[src/rtl/shift_sequencer_pkg.sv]
// Shared definitions for the shift sequencer and its ShiftRegister datapath.
//   state_t     : controller FSM states (IDLE, LOAD, SHIFT, DONE)
//   SEL_*       : ShiftRegister select encodings
//   shift_sel() : select code for a shift in the given direction
package shift_sequencer_pkg;

  typedef enum logic [1:0] {
    IDLE  = 2'd0,
    LOAD  = 2'd1,
    SHIFT = 2'd2,
    DONE  = 2'd3
  } state_t;

  localparam logic [1:0] SEL_HOLD = 2'b00;
  localparam logic [1:0] SEL_SHR  = 2'b01;
  localparam logic [1:0] SEL_SHL  = 2'b10;
  localparam logic [1:0] SEL_LOAD = 2'b11;

  // dir=1 shifts left (MSB leaves first), dir=0 shifts right (LSB leaves first)
  function automatic logic [1:0] shift_sel(input logic dir);
    return dir ? SEL_SHL : SEL_SHR;
  endfunction

endpackage

[src/rtl/shift_register.sv]
// Generic WIDTH-bit ShiftRegister datapath driven by shift_sequencer.
// Ports:
//   clk    : clock, rising edge
//   data   : parallel load value
//   select : 11 load, 01 shift right, 10 shift left, 00 hold
//   e      : enable; register holds when low
//   out    : current register contents
// Shifts are zero-filling in both directions.
module shift_register
  import shift_sequencer_pkg::*;
#(
  parameter int WIDTH = 8
) (
  input  logic             clk,
  input  logic [WIDTH-1:0] data,
  input  logic [1:0]       select,
  input  logic             e,
  output logic [WIDTH-1:0] out
);

  always_ff @(posedge clk) begin
    if (e) begin
      unique case (select)
        SEL_LOAD: out <= data;
        SEL_SHR:  out <= out >> 1;
        SEL_SHL:  out <= out << 1;
        default:  out <= out;
      endcase
    end
  end

endmodule

[src/rtl/shift_sequencer_top.sv]
// Integration wrapper: shift_sequencer driving one shift_register.
// Ports mirror the controller's job, control and status ports; the
// ShiftRegister connection is internal.
module shift_sequencer_top
  import shift_sequencer_pkg::*;
#(
  parameter int WIDTH = 8,
  parameter int CNT_W = 4
) (
  input  logic             clk,
  input  logic             rst,
  input  logic             req_valid,
  output logic             req_ready,
  input  logic [WIDTH-1:0] req_data,
  input  logic             req_dir,
  input  logic [CNT_W-1:0] req_count,
  input  logic             pause,
  input  logic             abort,
  output logic             ser_bit,
  output logic             ser_valid,
  output logic             busy,
  output logic             done,
  output logic [WIDTH-1:0] result
);

  logic [WIDTH-1:0] sr_data;
  logic [1:0]       sr_select;
  logic             sr_e;
  logic [WIDTH-1:0] sr_out;

  shift_sequencer #(.WIDTH(WIDTH), .CNT_W(CNT_W)) u_seq (
    .clk       (clk),
    .rst       (rst),
    .req_valid (req_valid),
    .req_ready (req_ready),
    .req_data  (req_data),
    .req_dir   (req_dir),
    .req_count (req_count),
    .pause     (pause),
    .abort     (abort),
    .sr_data   (sr_data),
    .sr_select (sr_select),
    .sr_e      (sr_e),
    .sr_out    (sr_out),
    .ser_bit   (ser_bit),
    .ser_valid (ser_valid),
    .busy      (busy),
    .done      (done),
    .result    (result)
  );

  shift_register #(.WIDTH(WIDTH)) u_sr (
    .clk    (clk),
    .data   (sr_data),
    .select (sr_select),
    .e      (sr_e),
    .out    (sr_out)
  );

endmodule

[src/rtl/shift_sequencer.sv]
// Controller that sequences one ShiftRegister: load a value, shift it N times
// in the requested direction, stream the departing bits, report the result.
// Ports:
//   clk, rst     : clock; synchronous active-low reset
//   req_valid/req_ready/req_data/req_dir/req_count : job handshake
//   pause        : stall shifting while high
//   abort        : cancel the job (honoured in LOAD and SHIFT only)
//   sr_data/sr_select/sr_e : registered drive to the ShiftRegister
//   sr_out       : ShiftRegister contents
//   ser_bit/ser_valid : bit leaving the register on this cycle's edge
//   busy, done, result : job status, completion pulse, final contents
module shift_sequencer
  import shift_sequencer_pkg::*;
#(
  parameter int WIDTH = 8,
  parameter int CNT_W = 4
) (
  input  logic             clk,
  input  logic             rst,
  input  logic             req_valid,
  output logic             req_ready,
  input  logic [WIDTH-1:0] req_data,
  input  logic             req_dir,
  input  logic [CNT_W-1:0] req_count,
  input  logic             pause,
  input  logic             abort,
  output logic [WIDTH-1:0] sr_data,
  output logic [1:0]       sr_select,
  output logic             sr_e,
  input  logic [WIDTH-1:0] sr_out,
  output logic             ser_bit,
  output logic             ser_valid,
  output logic             busy,
  output logic             done,
  output logic [WIDTH-1:0] result
);

  localparam logic [CNT_W-1:0] MAX_CNT = CNT_W'(WIDTH);

  state_t           state;
  logic             dir_q;
  logic [CNT_W-1:0] count;

  // More than WIDTH shifts would only keep shifting zeros in
  function automatic logic [CNT_W-1:0] clamp_count(input logic [CNT_W-1:0] c);
    return (c > MAX_CNT) ? MAX_CNT : c;
  endfunction

  assign req_ready = (state == IDLE);

  // sr_e is registered, so a shift happens at the edge closing any SHIFT
  // cycle in which sr_e is high; the departing bit is visible beforehand.
  assign ser_valid = (state == SHIFT) && sr_e;
  assign ser_bit   = ser_valid && (dir_q ? sr_out[WIDTH-1] : sr_out[0]);

  always_ff @(posedge clk) begin
    if (!rst) begin
      state     <= IDLE;
      sr_data   <= '0;
      sr_select <= SEL_HOLD;
      sr_e      <= 1'b0;
      busy      <= 1'b0;
      done      <= 1'b0;
      result    <= '0;
      count     <= '0;
      dir_q     <= 1'b0;
    end else begin
      done <= 1'b0;
      unique case (state)
        IDLE: begin
          sr_select <= SEL_HOLD;
          sr_e      <= 1'b0;
          busy      <= 1'b0;
          if (req_valid) begin
            sr_data   <= req_data;
            dir_q     <= req_dir;
            count     <= clamp_count(req_count);
            sr_select <= SEL_LOAD;
            sr_e      <= 1'b1;
            busy      <= 1'b1;
            state     <= LOAD;
          end
        end

        LOAD: begin
          if (abort) begin
            sr_select <= SEL_HOLD;
            sr_e      <= 1'b0;
            busy      <= 1'b0;
            state     <= IDLE;
          end else if (count != '0) begin
            sr_select <= shift_sel(dir_q);
            sr_e      <= ~pause;
            state     <= SHIFT;
          end else begin
            sr_select <= SEL_HOLD;
            sr_e      <= 1'b0;
            done      <= 1'b1;
            state     <= DONE;
          end
        end

        SHIFT: begin
          if (abort) begin
            sr_select <= SEL_HOLD;
            sr_e      <= 1'b0;
            busy      <= 1'b0;
            state     <= IDLE;
          end else if (sr_e && count == CNT_W'(1)) begin
            // last shift issues on this edge
            count     <= '0;
            sr_select <= SEL_HOLD;
            sr_e      <= 1'b0;
            done      <= 1'b1;
            state     <= DONE;
          end else begin
            if (sr_e) count <= count - CNT_W'(1);
            sr_e <= ~pause;
          end
        end

        DONE: begin
          // sr_out already includes the final shift edge
          result <= sr_out;
          busy   <= 1'b0;
          state  <= IDLE;
        end

        default: state <= IDLE;
      endcase
    end
  end

endmodule
[config.mk]
export PLATFORM = sky130hd
export DESIGN_NAME = shift_sequencer_top
export DESIGN_NICKNAME = d
export VERILOG_FILES = /design/src/rtl/shift_sequencer_pkg.sv /design/src/rtl/shift_register.sv /design/src/rtl/shift_sequencer_top.sv /design/src/rtl/shift_sequencer.sv
export SDC_FILE = /design/constraint.sdc
export NUM_CORES = 1
export LEC_CHECK = 0
export ABC_AREA = 1
export BUFFER_PORTS_ARGS = -buffer_cell sky130_fd_sc_hd__buf_2
export CORE_UTILIZATION = 40
export CTS_CLUSTER_DIAMETER = 60
export DETAILED_ROUTE_END_ITERATION = 8
export PLACE_DENSITY_LB_ADDON = 0.2
export RECOVER_POWER = 25
export SYNTH_ARGS = -nofsm -noshare
export SYNTH_HDL_FRONTEND = slang
export SYNTH_SLANG_ARGS = --single-unit
[constraint.sdc]
create_clock -name clk -period 2.45 [get_ports clk]
set_input_delay 0.6125 -clock clk [delete_from_list [all_inputs] [get_ports clk]]
set_output_delay 0.6125 -clock clk [all_outputs]
set_load 0.005 [all_outputs]
==> impl_results.rst, run 1 <==
.. list-table::
   :header-rows: 1

   * - Metric
     - Value
   * - Static Leakage
     - 0.937 nW
   * - Arrival time of data at the critical path endpoint
     - ~1500 ps
   * - Worst setup slack after layout
     - around 340 ps
   * - Synth Area per Inst
     - approximately 7.5 um2
   * - Clock insertion delay at the later pin of the skew report
     - 290 ps
   * - Util after Layout
     - slightly below 50%
   * - Vias in the first global route
     - about 1.4k
   * - # hold bufs at CTS
     - 0
   * - Worst R2R Start
     - u_seq.state[0]$_SDFFE_PN0P_
   * - Area enclosed by the die boundary
     - ~0.0048 mm2
   * - Cell type of the slowest stage on the worst timing path
     - sky130_fd_sc_hd__dfxtp_1
   * - Drt initial violations
     - 59
   * - Post-placement worst setup slack
     - 648 ps
   * - Clock slew at reported path FFs
     - 70 ps
   * - Cell with the most instances on the worst path
     - sky130_fd_sc_hd__inv_1
   * - Synthesis warning total
     - 0
   * - Post-layout instance count excluding filler cells
     - 320
   * - Final max-slew violation count
     - 0
   * - IO buf count
     - 30
   * - Count of clock tree sinks
     - 36
   * - Largest net degree at the start of global routing
     - 26
   * - Cell breakdown of the critical path
     - inv_1, ha_1, nand2_1, inv_1, o21ai_0, a21oi_1, buf_2
   * - Kind of start point of the critical path
     - flop
   * - All-Layer GR Usage
     - ~18%
   * - Crit path capture type
     - primary output
   * - Fraction of final layout cells with drive strength greater than 1
     - between 10% and 20%
   * - Yosys reg bits
     - 36
   * - Final Hold Vio Count
     - 0
   * - Delay contributed by the slowest stage of the critical path
     - between 300 and 400 ps
   * - Accumulated negative setup slack
     - 0 ps
   * - Number of buffers inserted during clock tree synthesis
     - 5
   * - Core footprint
     - around 0.0041 mm2
   * - Critical path class
     - reg -> out
   * - Total power density per cell area
     - slightly below 700 mW/mm2
   * - Number of top-level pins
     - 31
   * - RSZ-0062 raised after global routing
     - false
   * - Final number of setup-violating endpoints
     - 0
   * - Wire length of the first global-routing pass
     - about 6000 um
   * - GPL Wtd Cong
     - approximately 0.94
   * - R2r endpoint
     - u_seq.sr_data[4]$_SDFFE_PN0P_
   * - Synthesized area
     - between 0.0015 and 0.002 mm2
   * - Count of max-cap constraint violations
     - 0
   * - Slew HR
     - ~56%
   * - Total via count in the routed design
     - 1526
   * - Portion of the clock cycle consumed by the worst path in the final layout
     - roughly 86%
   * - Fin crit period
     - about 2100 ps
   * - Drt drc
     - 0
   * - Placed cell count
     - 312
   * - Die extent in x
     - 69.0 um
   * - Dpl hpwl
     - between 2000 and 3000 um
   * - Worst vdd rail ir drop
     - just under 400 uV
   * - Final routed wirelength across all metal layers
     - around 3600 um
   * - Worst clock skew
     - 3.06 ps
   * - Number of unique standard cell types used by synthesis
     - 24
   * - Reg-to-reg slack, setup
     - a little over 900 ps
   * - Class of the tightest hold or removal check
     - reg -> reg
   * - Required time of the worst setup path
     - roughly 1800 ps
   * - CTS tree
     - yes
   * - CTS Root Cell
     - sky130_fd_sc_hd__clkbuf_8
   * - Average wire per cell in the routed design
     - roughly 11 um
   * - Number of optimization iterations in the first detailed-route pass
     - 4
   * - Count of cells along the worst register-to-register path
     - 6
   * - Die boundary height
     - roughly 69 um
   * - Clock buffer depth
     - 2
   * - CTS H-tree lvls
     - 2
   * - Antenna diode instance count
     - 0
   * - Synthesis-to-finish area growth
     - 14.7%
   * - Share of the yosys chip area belonging to registers
     - 44.7%
   * - Number of nets in the final layout
     - between 200 and 300
   * - Post-Syn Nets
     - between 200 and 300
   * - Grt ovf
     - 0
   * - Rows
     - 23
   * - Antenna violations before repair
     - 0
   * - Outcome
     - finished, final reports clean
   * - CP Max Fanout
     - 5
   * - Highest achievable clock rate
     - around 470 MHz
   * - Power, Total
     - about 1.4 mW
   * - Detail Route Antenna Nets
     - 0
   * - Critical Path Source
     - u_seq.state[0]$_SDFFE_PN0P_
   * - Initial core utilization
     - between 40% and 50%
   * - Post-Syn Instances
     - approximately 240
   * - Transition time of the tightest slew-check pin
     - between 600 and 700 ps
   * - Setup crit end
     - ser_bit
   * - Number of buffers added for setup after CTS
     - 0
   * - DR vias/cell
     - 4.77
   * - Number of gates given a new drive strength after cts
     - 0
-- flip-flops by register name, indices dropped and copies added (netlist names) --
signal	flops
u_seq.state	2
u_seq.count	4
u_seq.sr_data	8
u_seq.result	8
u_seq.busy	1
u_seq.sr_e	1
u_seq.sr_select	2
u_seq.dir_q	1
u_seq.done	1
u_sr.out	8
-- layout make-up --
type                       count  area (um2)
clock inverter                 2        10.0
multi-input combinational    171         863
fill                         460        2090
inverter                      25        93.8
tap                           50        62.6
sequential                    36         801
timing repair buffer          30         144
clock buffer                   6        82.6
-- layer usage --
layer / track usage, % / part of all wire (%) / wire length (um)
met5: 0 / 0 / 0
met4: 6.89 / 1.5 / 56
met3: 5.59 / 5.4 / 197
met2: 26.1 / 40 / 1470
met1: 23.9 / 53 / 1920
-- synth_stat cells --
| cell | number | area, um2 |
|---|---|---|
| sky130_fd_sc_hd__nor2_1 | 48 | 180 |
| sky130_fd_sc_hd__nand2_1 | 46 | 173 |
| sky130_fd_sc_hd__dfxtp_1 | 28 | 561 |
| sky130_fd_sc_hd__o21ai_0 | 22 | 110 |
| sky130_fd_sc_hd__inv_1 | 21 | 78.8 |
| sky130_fd_sc_hd__a21oi_1 | 12 | 60.1 |
| sky130_fd_sc_hd__ha_1 | 10 | 125 |
| sky130_fd_sc_hd__nand3_1 | 10 | 50.1 |
| sky130_fd_sc_hd__edfxtp_1 | 8 | 240 |
| sky130_fd_sc_hd__a31oi_1 | 7 | 43.8 |
| sky130_fd_sc_hd__nand2_2 | 4 | 25.0 |
| sky130_fd_sc_hd__clkbuf_1 | 3 | 11.3 |
| sky130_fd_sc_hd__inv_2 | 3 | 11.3 |
| sky130_fd_sc_hd__nor2_4 | 3 | 33.8 |
| sky130_fd_sc_hd__nor3_1 | 3 | 15.0 |
| sky130_fd_sc_hd__buf_2 | 2 | 10.0 |
| sky130_fd_sc_hd__a21oi_2 | 1 | 8.76 |
| sky130_fd_sc_hd__a22oi_1 | 1 | 7.51 |
| sky130_fd_sc_hd__clkbuf_8 | 1 | 13.8 |
| sky130_fd_sc_hd__clkinv_1 | 1 | 3.75 |
| sky130_fd_sc_hd__nand2_4 | 1 | 11.3 |
| sky130_fd_sc_hd__nor2_2 | 1 | 6.26 |
| sky130_fd_sc_hd__o21ai_1 | 1 | 5.00 |
| sky130_fd_sc_hd__xor2_1 | 1 | 8.76 |
-- logic make-up after synthesis --
family / synth area share, %
xor gates and xnor gates: 0.489
DFF: 44.7
buffers and inverters: 7.19
AOI/OAI and AO/OA: 13.1
and+or+nand+nor: 27.6
adders and majority gates: 6.98
-- worst max-delay path: cells and delay by family (launching register included) --
kind,cells,cell delay [ps]
flops,1,330
buf+inv,3,320
compound gates,2,210
fa+ha+maj,1,280
simple gates,1,80
-- power breakdown --
part,internal (mW),switching [mW],total [mW]
Combinational,0.113,0.189,0.303
Clock,0.224,0.209,0.433
Sequential,0.659,0.0298,0.689
-- layout by cell type (no fill, tap or decap) --
cell type	instances
sky130_fd_sc_hd__nor2_4	3
sky130_fd_sc_hd__clkbuf_1	5
sky130_fd_sc_hd__a21oi_1	12
sky130_fd_sc_hd__dfxtp_1	28
sky130_fd_sc_hd__nand2_4	1
sky130_fd_sc_hd__ha_1	10
sky130_fd_sc_hd__o21ai_1	1
sky130_fd_sc_hd__nor3_1	3
sky130_fd_sc_hd__clkinv_1	1
sky130_fd_sc_hd__clkinv_2	2
sky130_fd_sc_hd__nor2_1	48
sky130_fd_sc_hd__clkbuf_8	6
sky130_fd_sc_hd__xor2_1	1
sky130_fd_sc_hd__inv_1	22
sky130_fd_sc_hd__a31oi_1	7
sky130_fd_sc_hd__buf_2	25
sky130_fd_sc_hd__nand3_1	10
sky130_fd_sc_hd__edfxtp_1	8
sky130_fd_sc_hd__a21oi_2	1
sky130_fd_sc_hd__o21ai_0	22
sky130_fd_sc_hd__inv_2	2
sky130_fd_sc_hd__nand2_1	46
sky130_fd_sc_hd__a22oi_1	1
sky130_fd_sc_hd__nand2_2	4
sky130_fd_sc_hd__nor2_2	1
-- worst min path at each step --
stage	from	end	slack (ps)	cells past startpoint
after detailed placement	u_seq.sr_data[7]$_SDFFE_PN0P_	u_seq.sr_data[7]$_SDFFE_PN0P_	450	2
after CTS	u_seq.sr_data[7]$_SDFFE_PN0P_	u_seq.sr_data[7]$_SDFFE_PN0P_	460	2
after global placement	u_seq.sr_data[7]$_SDFFE_PN0P_	u_seq.sr_data[7]$_SDFFE_PN0P_	440	2
after floorplan	u_seq.sr_data[0]$_SDFFE_PN0P_	u_seq.sr_data[0]$_SDFFE_PN0P_	420	2
after global routing	u_seq.sr_data[7]$_SDFFE_PN0P_	u_seq.sr_data[7]$_SDFFE_PN0P_	490	2
final	u_seq.sr_data[7]$_SDFFE_PN0P_	u_seq.sr_data[7]$_SDFFE_PN0P_	460	2
-- through the flow --
stage               instance area (um2)  hold WS (ps)
finish                             2060           458
floorplan                          1790           424
global placement                   1970           439
CTS                                2060           459
detailed placement                 1970           449
global route                       2060           493
Power figures use the tool's default switching activity.
==> inputs of run 2 (changes only) <==
--- a/config.mk
+++ b/config.mk
@@ -10,7 +10,7 @@
 export CORE_UTILIZATION = 40
 export CTS_CLUSTER_DIAMETER = 60
 export DETAILED_ROUTE_END_ITERATION = 8
-export PLACE_DENSITY_LB_ADDON = 0.2
+export PLACE_DENSITY = 0.62
 export RECOVER_POWER = 25
 export SYNTH_ARGS = -nofsm -noshare
 export SYNTH_HDL_FRONTEND = slang
==> run 2 against run 1 <==
- critical path depth is the same
- via count grew 0.66%
- wire length grew 3.5%
- sequential power is essentially flat
- non-clock buffer count is the same
- sequential cell count is the same
- count of clock-buffer cells in the layout is the same
- global-route usage grew 1.3 points
- fmax grew 0.20%
- combinational power grew 1%
- critical path type unchanged
- highest routed layer unchanged
==> impl_results.rst, run 2 (synthesized netlist as in run 1, its figures left out) <==
.. list-table::
   :header-rows: 1

   * - Metric
     - Value
   * - Antenna violations before repair
     - 0
   * - DR vias/cell
     - 4.80
   * - GPL Wtd Cong
     - slightly above 0.9
   * - Die extent in x
     - about 69 um
   * - Detail Route Antenna Nets
     - 0
   * - Area enclosed by the die boundary
     - around 0.0048 mm2
   * - All-Layer GR Usage
     - a little under a fifth
   * - Worst clock skew
     - approximately 4.4 ps
   * - Number of buffers added for setup after CTS
     - 0
   * - Placement-stage cell area
     - around 0.0020 mm2
   * - Count of clock tree sinks
     - 36
   * - Final Cell Area
     - between 0.002 and 0.0025 mm2
   * - Most frequent cells in the layout
     - sky130_fd_sc_hd__nor2_1, sky130_fd_sc_hd__nand2_1, sky130_fd_sc_hd__dfxtp_1, sky130_fd_sc_hd__buf_2
   * - Vias in the first global route
     - 1462
   * - Core footprint
     - around 0.0041 mm2
   * - Clock insertion delay at the later pin of the skew report
     - between 200 and 300 ps
   * - Clock buffer depth
     - 2
   * - CTS Root Cell
     - sky130_fd_sc_hd__clkbuf_8
   * - IO buf count
     - 30
   * - Outcome
     - finished, final reports clean
   * - Crit path capture type
     - primary output
   * - Initial core utilization
     - 43.3%
   * - CTS H-tree lvls
     - 2
   * - CP Max Fanout
     - 5
   * - Clock slew at reported path FFs
     - about 70 ps
   * - Transition time of the tightest slew-check pin
     - 665 ps
   * - Number of buffers inserted during clock tree synthesis
     - 5
   * - Total power density per cell area
     - around 730 mW/mm2
   * - Final Hold Vio Count
     - 0
   * - Area of the multi-input gates
     - about 860 um2
   * - Kind of start point of the critical path
     - flop
   * - Antenna diode instance count
     - 0
   * - Grt ovf
     - 0
   * - Average wire per cell in the routed design
     - approximately 12 um
   * - Static Leakage
     - 0.941 nW
   * - Wire length of the first global-routing pass
     - between 6000 and 7000 um
   * - Dpl hpwl
     - roughly 2700 um
   * - Class of the tightest hold or removal check
     - reg -> reg
   * - Accumulated negative setup slack
     - 0 ps
   * - Footprint of the flip-flops and latches
     - 801 um2
   * - Fraction of final layout cells with drive strength greater than 1
     - between 10% and 20%
   * - Largest net degree at the start of global routing
     - 26
   * - RSZ-0062 raised after global routing
     - false
   * - Highest achievable clock rate
     - 475 MHz
   * - Rows
     - 23
   * - Slew HR
     - approximately 55%
   * - # hold bufs at CTS
     - 0
   * - Number of gates given a new drive strength after cts
     - 0
   * - Arrival time of data at the critical path endpoint
     - between 1000 and 1500 ps
   * - Largest registers
     - u_seq.result: 8 flops, u_seq.sr_data: 8 flops, u_sr.out: 8 flops
   * - Final max-slew violation count
     - 0
   * - Total via count in the routed design
     - roughly 1.5k
   * - Required time of the worst setup path
     - around 1800 ps
   * - Worst setup slack after layout
     - 345 ps
   * - Number of optimization iterations in the first detailed-route pass
     - 4
   * - Die boundary height
     - between 60 and 70 um
   * - Drt drc
     - 0
   * - Filler Cells Inserted
     - 446
   * - Number of nets in the final layout
     - just under 300
   * - Synthesis-to-finish area growth
     - 15.6%
   * - Final number of setup-violating endpoints
     - 0
   * - Worst vdd rail ir drop
     - between 300 and 400 uV
   * - Leading cell type in the layout, fill and taps excluded
     - sky130_fd_sc_hd__nor2_1
   * - Final routed wirelength across all metal layers
     - 3770 um
   * - CTS tree
     - yes
   * - Portion of the clock cycle consumed by the worst path in the final layout
     - between 80% and 90%
   * - Fin crit period
     - 2100 ps
   * - Critical path class
     - reg -> out
   * - Number of top-level pins
     - 31
   * - Post-placement worst setup slack
     - about 660 ps
   * - Drt initial violations
     - between 100 and 150
   * - Count of max-cap constraint violations
     - 0
run 2: cell types whose count changed in the layout (fill, tap and decap cells not counted), sizes merged:
cell	change
bufinv	+1
clkinv	-1
run 2: path summary, 6_finish.rpt:
kind | startpoint | to | slack (ps) | depth (start not counted)
max | u_seq.state[0]$_SDFFE_PN0P_ | ser_bit | 350 | 7
min | u_seq.sr_data[7]$_SDFFE_PN0P_ | u_seq.sr_data[7]$_SDFFE_PN0P_ | 450 | 2
max reg2reg | u_seq.state[1]$_SDFFE_PN0P_ | u_seq.sr_select[1]$_SDFFE_PN0P_ | 880 | 7
min reg2reg | u_seq.sr_data[7]$_SDFFE_PN0P_ | u_seq.sr_data[7]$_SDFFE_PN0P_ | 450 | 2
run 2: power by group:
group / internal (mW) / switching, mW
Sequential: 0.659 / 0.0303
Clock: 0.302 / 0.211
Combinational: 0.114 / 0.193
run 2: through the flow:
step	std cells	hold slack, ps	power [mW]	utilization [%]
after global routing	320	477	1.61	50.0
after global placement	312	442	1.00	47.6
after floorplan	238	424	0.930	-
after detailed placement	312	445	1.01	47.6
after CTS	320	456	1.52	50.2
final	320	453	1.51	50.0
run 2: final cells by class:
type	count	area share, %
clock inverters	2	1.69
flip-flops and latches	36	38.6
well taps	50	3.02
clock buffers	6	3.50
inverters	25	4.53
multi-input cells	171	41.7
repair buffers	30	6.94
run 2: worst max-delay path, cell delays in order, from the launching register on:
cell and delay (ps):
sky130_fd_sc_hd__dfxtp_1 330, sky130_fd_sc_hd__inv_1 120, sky130_fd_sc_hd__ha_1 270, sky130_fd_sc_hd__nand2_1 80, sky130_fd_sc_hd__inv_1 80, sky130_fd_sc_hd__o21ai_0 80
sky130_fd_sc_hd__a21oi_1 120, sky130_fd_sc_hd__buf_2 130
run 2: per-layer routing:
| metal | part of all wire (%) | GRT usage (%) |
|---|---|---|
| met1 | 53 | 26.7 |
| met2 | 42 | 28.0 |
| met3 | 4.1 | 5.10 |
| met4 | 0.95 | 5.87 |
| met5 | 0 | 0 |
